<file path="config.mk">
export PLATFORM = sky130hd
export DESIGN_NAME = jtag_tap_ctrl
export DESIGN_NICKNAME = d
export VERILOG_FILES = /design/src/rtl/jtag_pkg.sv /design/src/rtl/jtag_tap_fsm.sv /design/src/rtl/jtag_tap_ctrl.sv
export SDC_FILE = /design/constraint.sdc
export NUM_CORES = 1
export LEC_CHECK = 0
export CORE_MARGIN = 4
export CORE_UTILIZATION = 55
export CTS_CLUSTER_SIZE = 28
export DETAILED_ROUTE_END_ITERATION = 6
export GPL_ROUTABILITY_DRIVEN = 0
export HOLD_SLACK_MARGIN = 0.06
export PLACE_DENSITY = 0.81
export RECOVER_POWER = 100
export REMOVE_ABC_BUFFERS = 1
export SETUP_SLACK_MARGIN = 0.5
export SYNTH_ARGS = -nofsm -noshare
export SYNTH_HDL_FRONTEND = slang
export SYNTH_SLANG_ARGS = --single-unit
</file>
<file path="constraint.sdc">
create_clock -name TCK -period 2 [get_ports TCK]
set_input_delay 0.2 -clock TCK [delete_from_list [all_inputs] [get_ports TCK]]
set_output_delay 0.2 -clock TCK [all_outputs]
set_load 0.005 [all_outputs]
</file>
<file path="src/rtl/jtag_pkg.sv">
// Shared JTAG TAP definitions: the 16 TAP state codes, the default opcodes,
// the IR capture pattern and the TMS transition function.
package jtag_pkg;

   typedef enum logic [3:0] {
      TLR      = 4'hF,
      RTI      = 4'hC,
      SEL_DR   = 4'h7,
      CAP_DR   = 4'h6,
      SH_DR    = 4'h2,
      EX1_DR   = 4'h1,
      PAUSE_DR = 4'h3,
      EX2_DR   = 4'h0,
      UPD_DR   = 4'h5,
      SEL_IR   = 4'h4,
      CAP_IR   = 4'hE,
      SH_IR    = 4'hA,
      EX1_IR   = 4'h9,
      PAUSE_IR = 4'hB,
      EX2_IR   = 4'h8,
      UPD_IR   = 4'hD
   } tap_state_e;

   localparam logic [3:0] IDCODE_OP_DEF   = 4'h7;
   localparam logic [3:0] USERCODE_OP_DEF = 4'h8;
   localparam logic [3:0] BYPASS_OP_DEF   = 4'hF;

   // Fixed pattern loaded into the IR shifter in Capture-IR.
   localparam logic [1:0] IR_CAPTURE = 2'b01;

   // TMS transition graph. Kept here so the top can look one edge ahead
   // (the IR is forced to IDCODE on the same edge the FSM enters TLR).
   function automatic tap_state_e tap_next(input tap_state_e s, input logic tms);
      tap_state_e n;
      n = TLR;
      case (s)
         TLR:      n = tms ? TLR      : RTI;
         RTI:      n = tms ? SEL_DR   : RTI;
         SEL_DR:   n = tms ? SEL_IR   : CAP_DR;
         CAP_DR:   n = tms ? EX1_DR   : SH_DR;
         SH_DR:    n = tms ? EX1_DR   : SH_DR;
         EX1_DR:   n = tms ? UPD_DR   : PAUSE_DR;
         PAUSE_DR: n = tms ? EX2_DR   : PAUSE_DR;
         EX2_DR:   n = tms ? UPD_DR   : SH_DR;
         UPD_DR:   n = tms ? SEL_DR   : RTI;
         SEL_IR:   n = tms ? TLR      : CAP_IR;
         CAP_IR:   n = tms ? EX1_IR   : SH_IR;
         SH_IR:    n = tms ? EX1_IR   : SH_IR;
         EX1_IR:   n = tms ? UPD_IR   : PAUSE_IR;
         PAUSE_IR: n = tms ? EX2_IR   : PAUSE_IR;
         EX2_IR:   n = tms ? UPD_IR   : SH_IR;
         UPD_IR:   n = tms ? SEL_DR   : RTI;
         default:  n = TLR;
      endcase
      return n;
   endfunction

endpackage

</file>
<file path="src/rtl/jtag_tap_fsm.sv">
// IEEE 1149.1 TAP controller state machine, clocked on rising TCK.
module jtag_tap_fsm
   import jtag_pkg::*;
(
   input  logic       TCK,
   input  logic       TRST,
   input  logic       TMS,
   output logic [3:0] tap_state
);

   tap_state_e state_q, state_d;

   // Next state from the TMS graph.
   always_comb begin
      state_d = state_q;
      state_d = tap_next(state_q, TMS);
   end

   // State register; TRST drops straight into Test-Logic-Reset.
   always_ff @(posedge TCK or posedge TRST) begin
      if (TRST) state_q <= TLR;
      else      state_q <= state_d;
   end

   assign tap_state = state_q;

endmodule

</file>
<file path="src/rtl/jtag_tap_ctrl.sv">
// JTAG TAP controller top: IR, instruction decode, BYPASS and ID/USERCODE
// data registers, user-chain selects/strobes and the falling-edge TDO mux.
// NUM_UDR must stay below both fixed opcodes so the decodes never overlap.
module jtag_tap_ctrl
   import jtag_pkg::*;
#(
   parameter int unsigned          IR_WIDTH     = 4,
   parameter int unsigned          NUM_UDR      = 5,
   parameter logic [IR_WIDTH-1:0]  IDCODE_OP    = IR_WIDTH'(IDCODE_OP_DEF),
   parameter logic [IR_WIDTH-1:0]  USERCODE_OP  = IR_WIDTH'(USERCODE_OP_DEF),
   parameter logic [31:0]          IDCODE_VAL   = 32'h1000_0001,
   parameter logic [31:0]          USERCODE_VAL = 32'h0000_0000
) (
   input  logic                TCK,
   input  logic                TRST,
   input  logic                TMS,
   input  logic                TDI,
   output logic                TDO,
   output logic                TDO_EN,
   input  logic [NUM_UDR-1:0]  udr_tdo,
   output logic [NUM_UDR-1:0]  udr_sel,
   output logic                capture_dr,
   output logic                shift_dr,
   output logic                update_dr,
   output logic                run_idle,
   output logic [3:0]          tap_state,
   output logic [IR_WIDTH-1:0] ir
);

   logic [3:0]          tap_state_w;
   tap_state_e          state, state_nx;

   logic [IR_WIDTH-1:0] ir_shift_q, ir_shift_d;
   logic [IR_WIDTH-1:0] ir_q, ir_d;
   logic [NUM_UDR-1:0]  udr_sel_q, udr_sel_d;
   logic                bypass_q, bypass_d;
   logic [31:0]         data_q, data_d;
   logic                tdo_q, tdo_d;
   logic                tdo_en_q, tdo_en_d;

   logic                sel_idcode, sel_usercode, sel_user, sel_bypass, sel_data32;

   jtag_tap_fsm u_fsm (
      .TCK       (TCK),
      .TRST      (TRST),
      .TMS       (TMS),
      .tap_state (tap_state_w)
   );

   assign state    = tap_state_e'(tap_state_w);
   assign state_nx = tap_next(state, TMS);

   // Decode of the active instruction.
   assign sel_idcode   = (ir_q == IDCODE_OP);
   assign sel_usercode = (ir_q == USERCODE_OP);
   assign sel_user     = |udr_sel_q;
   assign sel_data32   = sel_idcode | sel_usercode;
   assign sel_bypass   = ~(sel_data32 | sel_user);

   // Instruction update: IDCODE whenever the next state is TLR, otherwise
   // load the shifter on the edge leaving Update-IR.
   always_comb begin
      ir_d = ir_q;
      if (state_nx == TLR)
         ir_d = IDCODE_OP;
      else if (state == UPD_IR)
         ir_d = ir_shift_q;
   end

   // User chain selects follow the next instruction so they change with ir.
   generate
      for (genvar gi = 0; gi < NUM_UDR; gi++) begin : g_udr_sel
         assign udr_sel_d[gi] = (ir_d == IR_WIDTH'(gi + 1));
      end
   endgenerate

   // IR shifter: capture the fixed pattern, shift LSB first with TDI at MSB.
   always_comb begin
      ir_shift_d = ir_shift_q;
      case (state)
         CAP_IR:  ir_shift_d = IR_WIDTH'(IR_CAPTURE);
         SH_IR:   ir_shift_d = {TDI, ir_shift_q[IR_WIDTH-1:1]};
         default: ir_shift_d = ir_shift_q;
      endcase
   end

   // Data registers only move when their instruction is active; pause and
   // exit states fall through to hold.
   always_comb begin
      bypass_d = bypass_q;
      data_d   = data_q;
      case (state)
         CAP_DR: begin
            if (sel_bypass) bypass_d = 1'b0;
            if (sel_data32) data_d   = sel_idcode ? IDCODE_VAL : USERCODE_VAL;
         end
         SH_DR: begin
            if (sel_bypass) bypass_d = TDI;
            if (sel_data32) data_d   = {TDI, data_q[31:1]};
         end
         default: begin
            bypass_d = bypass_q;
            data_d   = data_q;
         end
      endcase
   end

   // Serial output selection for the shift states.
   always_comb begin
      tdo_d    = 1'b0;
      tdo_en_d = 1'b0;
      if (state == SH_IR) begin
         tdo_d    = ir_shift_q[0];
         tdo_en_d = 1'b1;
      end else if (state == SH_DR) begin
         tdo_en_d = 1'b1;
         if (sel_data32)    tdo_d = data_q[0];
         else if (sel_user) tdo_d = |(udr_tdo & udr_sel_q);
         else               tdo_d = bypass_q;
      end
   end

   // Rising-edge registers: IR, selects and shift registers.
   always_ff @(posedge TCK or posedge TRST) begin
      if (TRST) begin
         ir_shift_q <= '0;
         ir_q       <= IDCODE_OP;
         udr_sel_q  <= '0;
         bypass_q   <= 1'b0;
         data_q     <= '0;
      end else begin
         ir_shift_q <= ir_shift_d;
         ir_q       <= ir_d;
         udr_sel_q  <= udr_sel_d;
         bypass_q   <= bypass_d;
         data_q     <= data_d;
      end
   end

   // TDO and its enable launch on falling TCK.
   always_ff @(negedge TCK or posedge TRST) begin
      if (TRST) begin
         tdo_q    <= 1'b0;
         tdo_en_q <= 1'b0;
      end else begin
         tdo_q    <= tdo_d;
         tdo_en_q <= tdo_en_d;
      end
   end

   assign TDO        = tdo_q;
   assign TDO_EN     = tdo_en_q;
   assign udr_sel    = udr_sel_q;
   assign ir         = ir_q;
   assign tap_state  = tap_state_w;
   assign capture_dr = (state == CAP_DR);
   assign shift_dr   = (state == SH_DR);
   assign update_dr  = (state == UPD_DR);
   assign run_idle   = (state == RTI);

endmodule
</file>
== Yosys cells after proc, flatten, opt, wreduce, memory -nomap -nowiden ==
Index checks and enable logic that the tools add are counted.
Widths: inputs -> output; s select.
Word-level totals
  output and inout port bits: 19
  logic and storage cells: 77
  bits in registers: 52
Operators by class
  mux-type cells: 29
  equal/unequal tests: 27
  reduce and logical (&&, ||, !) cells: 10
  bitwise logic cells: 3
Operators by type and width (count)
  $mux 32: 2
  $pmux 32 s2: 1
  $pmux 4 s12: 1
  $eq 4x4->1 const B: 10
  $mux 29: 1
  $eq 4x3->1 const B: 7
  $eq 4x2->1 const B: 4
  $mux 2: 6
  $mux 3: 4
  $mux 4: 3
  $reduce_or 5->1: 2
  $mux 1: 9
  $eq 4x1->1 const B: 2
  $pmux 4 s2: 1
  $reduce_and 3->1: 2
  $and 5x5->5: 1
  $logic_not 4->1: 1
  $ne 2x1->1 const B: 2
  $ne 2x2->1 const B: 2
  $reduce_bool 2->1: 2
  $reduce_or 2->1: 2
  $reduce_or 3->1: 1
  $or 1x1->1: 2
  $pmux 1 s2: 1

== Logic depth before layout (Yosys ltp) ==
  depth in word-level cells: 6
  depth in mapped cells: 6
  mapped depth without buffers: 4

== Cells and area by module ==
From an unflattened synthesis, not the netlist that was laid out.
Second synthesis, totals
  cells, all modules: 176
  area, all modules: 2210.9 um^2
By module, submodules not included
  jtag_tap_ctrl: times used 1, cells an instance 156, area each 2009.4 um^2
  jtag_tap_fsm: times used 1, cells an instance 20, area each 201.4 um^2

==> results.rst <==
.. list-table::
   :header-rows: 1

   * - Metric
     - Value
   * - Status
     - finished, violations left
   * - Violations in the final reports
     - setup timing
   * - Total power
     - 6.05 mW
   * - Area of all placed cells without fillers
     - between 3000 and 4000 µm²
   * - Number of synthesized register bits
     - 52
   * - Unrepaired setup endpoints after global routing
     - yes
   * - Cell type of the slowest stage on the worst timing path
     - a22oi_1
   * - Yosys warning count
     - 0
   * - Placement row count
     - 23
   * - Worst-case vdd ir drop
     - roughly 1000 µV
   * - Fraction of layout cells with a size suffix above 1
     - 0.428
   * - Portion of synthesized cell area occupied by the leading cell type
     - 0.445
   * - Post-detailed-route DRC marker count
     - 0
   * - Post-Synthesis Cells
     - between 200 and 300
   * - Power share of the combinational group
     - 0.588
   * - Number of optimization iterations in the first detailed-route pass
     - 5
   * - Share of flip-flops with an asynchronous set or reset
     - 1.00
   * - Slowest stage delay, CP
     - ~480 ps
   * - Count of unique library cells instantiated by Yosys
     - 36
   * - Switching Share
     - 0.381
   * - Internal Dissipation
     - approximately 3.7 mW
   * - Required time reported for the critical path endpoint
     - between 1000 and 1500 ps
   * - Slew margin rel.
     - 0.220
   * - Largest cells by area after synthesis
     - dfrtp_1, nand2b_1, o21ai_0
   * - Initial drt markers
     - ~410
   * - Die Outline Area
     - 5520 µm²
   * - Worst setup skew after layout
     - 14.5 ps
   * - Clock tree buffer depth
     - 2
   * - Number of antenna violations at the first check in global routing
     - 1
   * - Maximum level of the CTS H-tree
     - 2
   * - Crit path kind
     - reg2reg
   * - TritonCTS clock tree
     - yes
   * - Clk network pwr share
     - 0.146
   * - Setup Viol. Count Final
     - 5
   * - Top-count cell post-synth
     - nand2_1
   * - Mean instance size in the synthesized netlist
     - roughly 9.5 µm²
   * - Final Slew Violations
     - 0
   * - Die Width
     - roughly 74 µm
   * - Number of nets with antenna violations after routing
     - 0
   * - Min setup slack post-route
     - -690 ps
   * - Worst path cell trace
     - buf_4 -> a22oi_1 -> and3_1 -> o211ai_2
   * - Register area share after synthesis
     - 0.542
   * - Total via count after detailed routing
     - around 2800
   * - Total of hold buffers inserted after clock tree synthesis
     - 0
   * - Switching power
     - 2.31 mW
   * - Worst hold path cell count
     - 2
   * - Detail-routed net length per standard cell
     - between 20 and 30 µm
   * - Number of buffer cells added on primary ports
     - 27
   * - Die outline height
     - ~74 µm
   * - Clock transition time at the flip-flop clock pins of the worst setup and hold paths
     - 100 ps
   * - Critical Path AT
     - 1850 ps
   * - Element type at the critical path start
     - register
   * - Placeable Area
     - approximately 4000 µm²
   * - Clock latency of the later-clocked register in the worst-skew pair
     - approximately 330 ps
   * - Largest net degree at the start of global routing
     - between 60 and 70
   * - Cell type with the largest total area after synthesis
     - dfrtp_1
   * - Pre-CTS setup slack
     - -427 ps
   * - Post-Route WL
     - 11.3 mm
   * - Depth of the most critical reg-to-reg path
     - 4
   * - Top-Level Pins
     - 28
   * - Total placed instance area
     - between 2000 and 3000 µm²
   * - HP Class
     - reg2reg
   * - Nature of the critical path endpoint
     - register
   * - Wire length of the first global-routing pass
     - between 10 and 15 mm
   * - Number of failing hold endpoints at the final stage
     - 0
   * - Final net count
     - between 300 and 400
   * - Ant. Diodes
     - 0
   * - Crit path buf inv count
     - 1
   * - Number of logic stages on the critical path including buffering
     - 4
   * - Via/cell ratio
     - ~7
   * - Count of flip-flops with a built-in enable after synthesis
     - 0
   * - Reg power frac
     - 0.266
   * - Overall Global Routing Usage
     - 0.289
   * - Area of the mapped netlist
     - about 2400 µm²
   * - Tightest Pin Transition
     - ~1200 ps
   * - Num CTS Buffers
     - 5
   * - Top cell types by occurrence after synthesis
     - nand2_1, dfrtp_1, o21ai_0
   * - Layout-stage area growth over the synthesis result
     - 62.3%
   * - P_leak
     - approximately 1.7 nW
   * - Pwr Density
     - 1540 nW/µm²
   * - Overflow left after global routing
     - 0
   * - Prevailing post-synth register cell
     - dfrtp_1
   * - Crit-path leading delay family
     - compound AO/OA/AOI/OAI gates
   * - Crit path max fanout
     - 2
   * - Estimated wirelength of the detail-placed design
     - 3.27 mm
   * - Starting Density
     - 0.588
   * - Max-cap violation count
     - 0
   * - Vias in the first global route
     - 2300
   * - Clock tree root buffer cell
     - clkbuf_8
   * - Total number of clock tree sinks
     - between 50 and 60
==> routing by layer <==
| metal | GRT usage | vias up | share of wire | routed length [µm] |
|---|---|---|---|---|
| met5 | 0 | - | 0 | 0 |
| li1 | - | 1051 | - | - |
| met1 | 0.348 | 1321 | 0.32 | 3670 |
| met2 | 0.504 | 321 | 0.48 | 5390 |
| met4 | 0.146 | 0 | 0.075 | 848 |
| met3 | 0.0446 | 101 | 0.12 | 1400 |
==> power by group through the flow <==
stage                     Sequential [mW]  Clock [mW]  Combinational (mW)
after detailed placement             1.50           0                1.57
after global routing                 1.62       0.914                3.61
final                                1.61       0.881                3.56
after CTS                            1.51       0.841                2.59
after global placement               1.49           0                1.54
after floorplan                      1.62           0               0.668
==> stage by stage <==
stage          std cells  TNS, ps  hold slack, ps   util
6_report             398    -1060             520  0.954
5_1_grt              398    -1100             535  0.954
4_1_cts              375     -388             306  0.856
3_5_place_dp         338     -588             472  0.692
3_3_place_gp         338     -527             462  0.692
2_1_floorplan        239    -6600             336      -
==> final timing paths <==
kind	from	slack, ps	end
worst max-delay path	udr_sel[0]	-690	TDO
worst min register to register	data_q[2]	520	data_q[2]
max in group asynchronous	TRST	490	data_q[29]
worst max register to register	udr_sel[0]	-690	TDO
worst min-delay path	data_q[2]	520	data_q[2]
min in group asynchronous	TRST	710	bypass_q
==> state kept, by name (all words and copies together) (netlist names) <==
name	flops
data_q	32
ir_shift_q	4
bypass_q	1
ir	4
TDO_EN	1
udr_sel	5
u_fsm.tap_state	4
TDO	1
==> cells in the final DEF, fill, tap and decap left out, types with 3 or more instances in the layout <==
master           instances
buf_4                   27
buf_12                   3
nor3b_2                  4
nand2b_1                31
o21ai_2                  5
clkdlybuf4s25_1          3
buf_16                   3
nor2_1                   6
inv_1                    3
nor3_4                   3
o21ai_0                 16
dfstp_2                  7
clkbuf_8                 5
dfrtp_1                 43
buf_2                    4
nand3_1                  3
buf_6                   38
nand2_4                  3
nand2_2                  3
nor3_2                   3
nand2_1                 43
buf_8                    3
a21oi_2                  5
clkdlybuf4s50_1          9
clkbuf_16                3
o21ai_1                 18
==> tightest hold or removal path, stage by stage, from the launching register on <==
cell     delay (ps)
dfrtp_1         370
nand2_1          50
o21ai_0          60
==> kinds of logic (layout without fill, tap and decap cells) <==
family                 after synthesis  in the layout  synth area share
AND/OR/NAND/NOR                    124            124             0.275
flip-flops                          52             52             0.542
AO/OA/AOI/OAI                       57             57             0.133
multiplexers                         3              3            0.0140
buffers and inverters               19            112            0.0362
==> cell type report <==
class,count,area (µm²)
multi-input combinational,184,1290
inverter,3,11.3
fill,100,190
clock buffer,6,72.6
clock inverter,2,60.1
sequential,52,1310
tap,50,62.6
timing repair buffer,101,1120
==> what timing repair did <==
action                                 4_1_cts  5_1_grt
resized for setup                          114       73
gates cloned                                 4        4
setup endpoints to repair                   58       64
pin swaps                                   13       19
endpoints found under the hold margin        0        0
buffers inserted                            25       19
No activity file was read; power rests on OpenSTA's default activity.
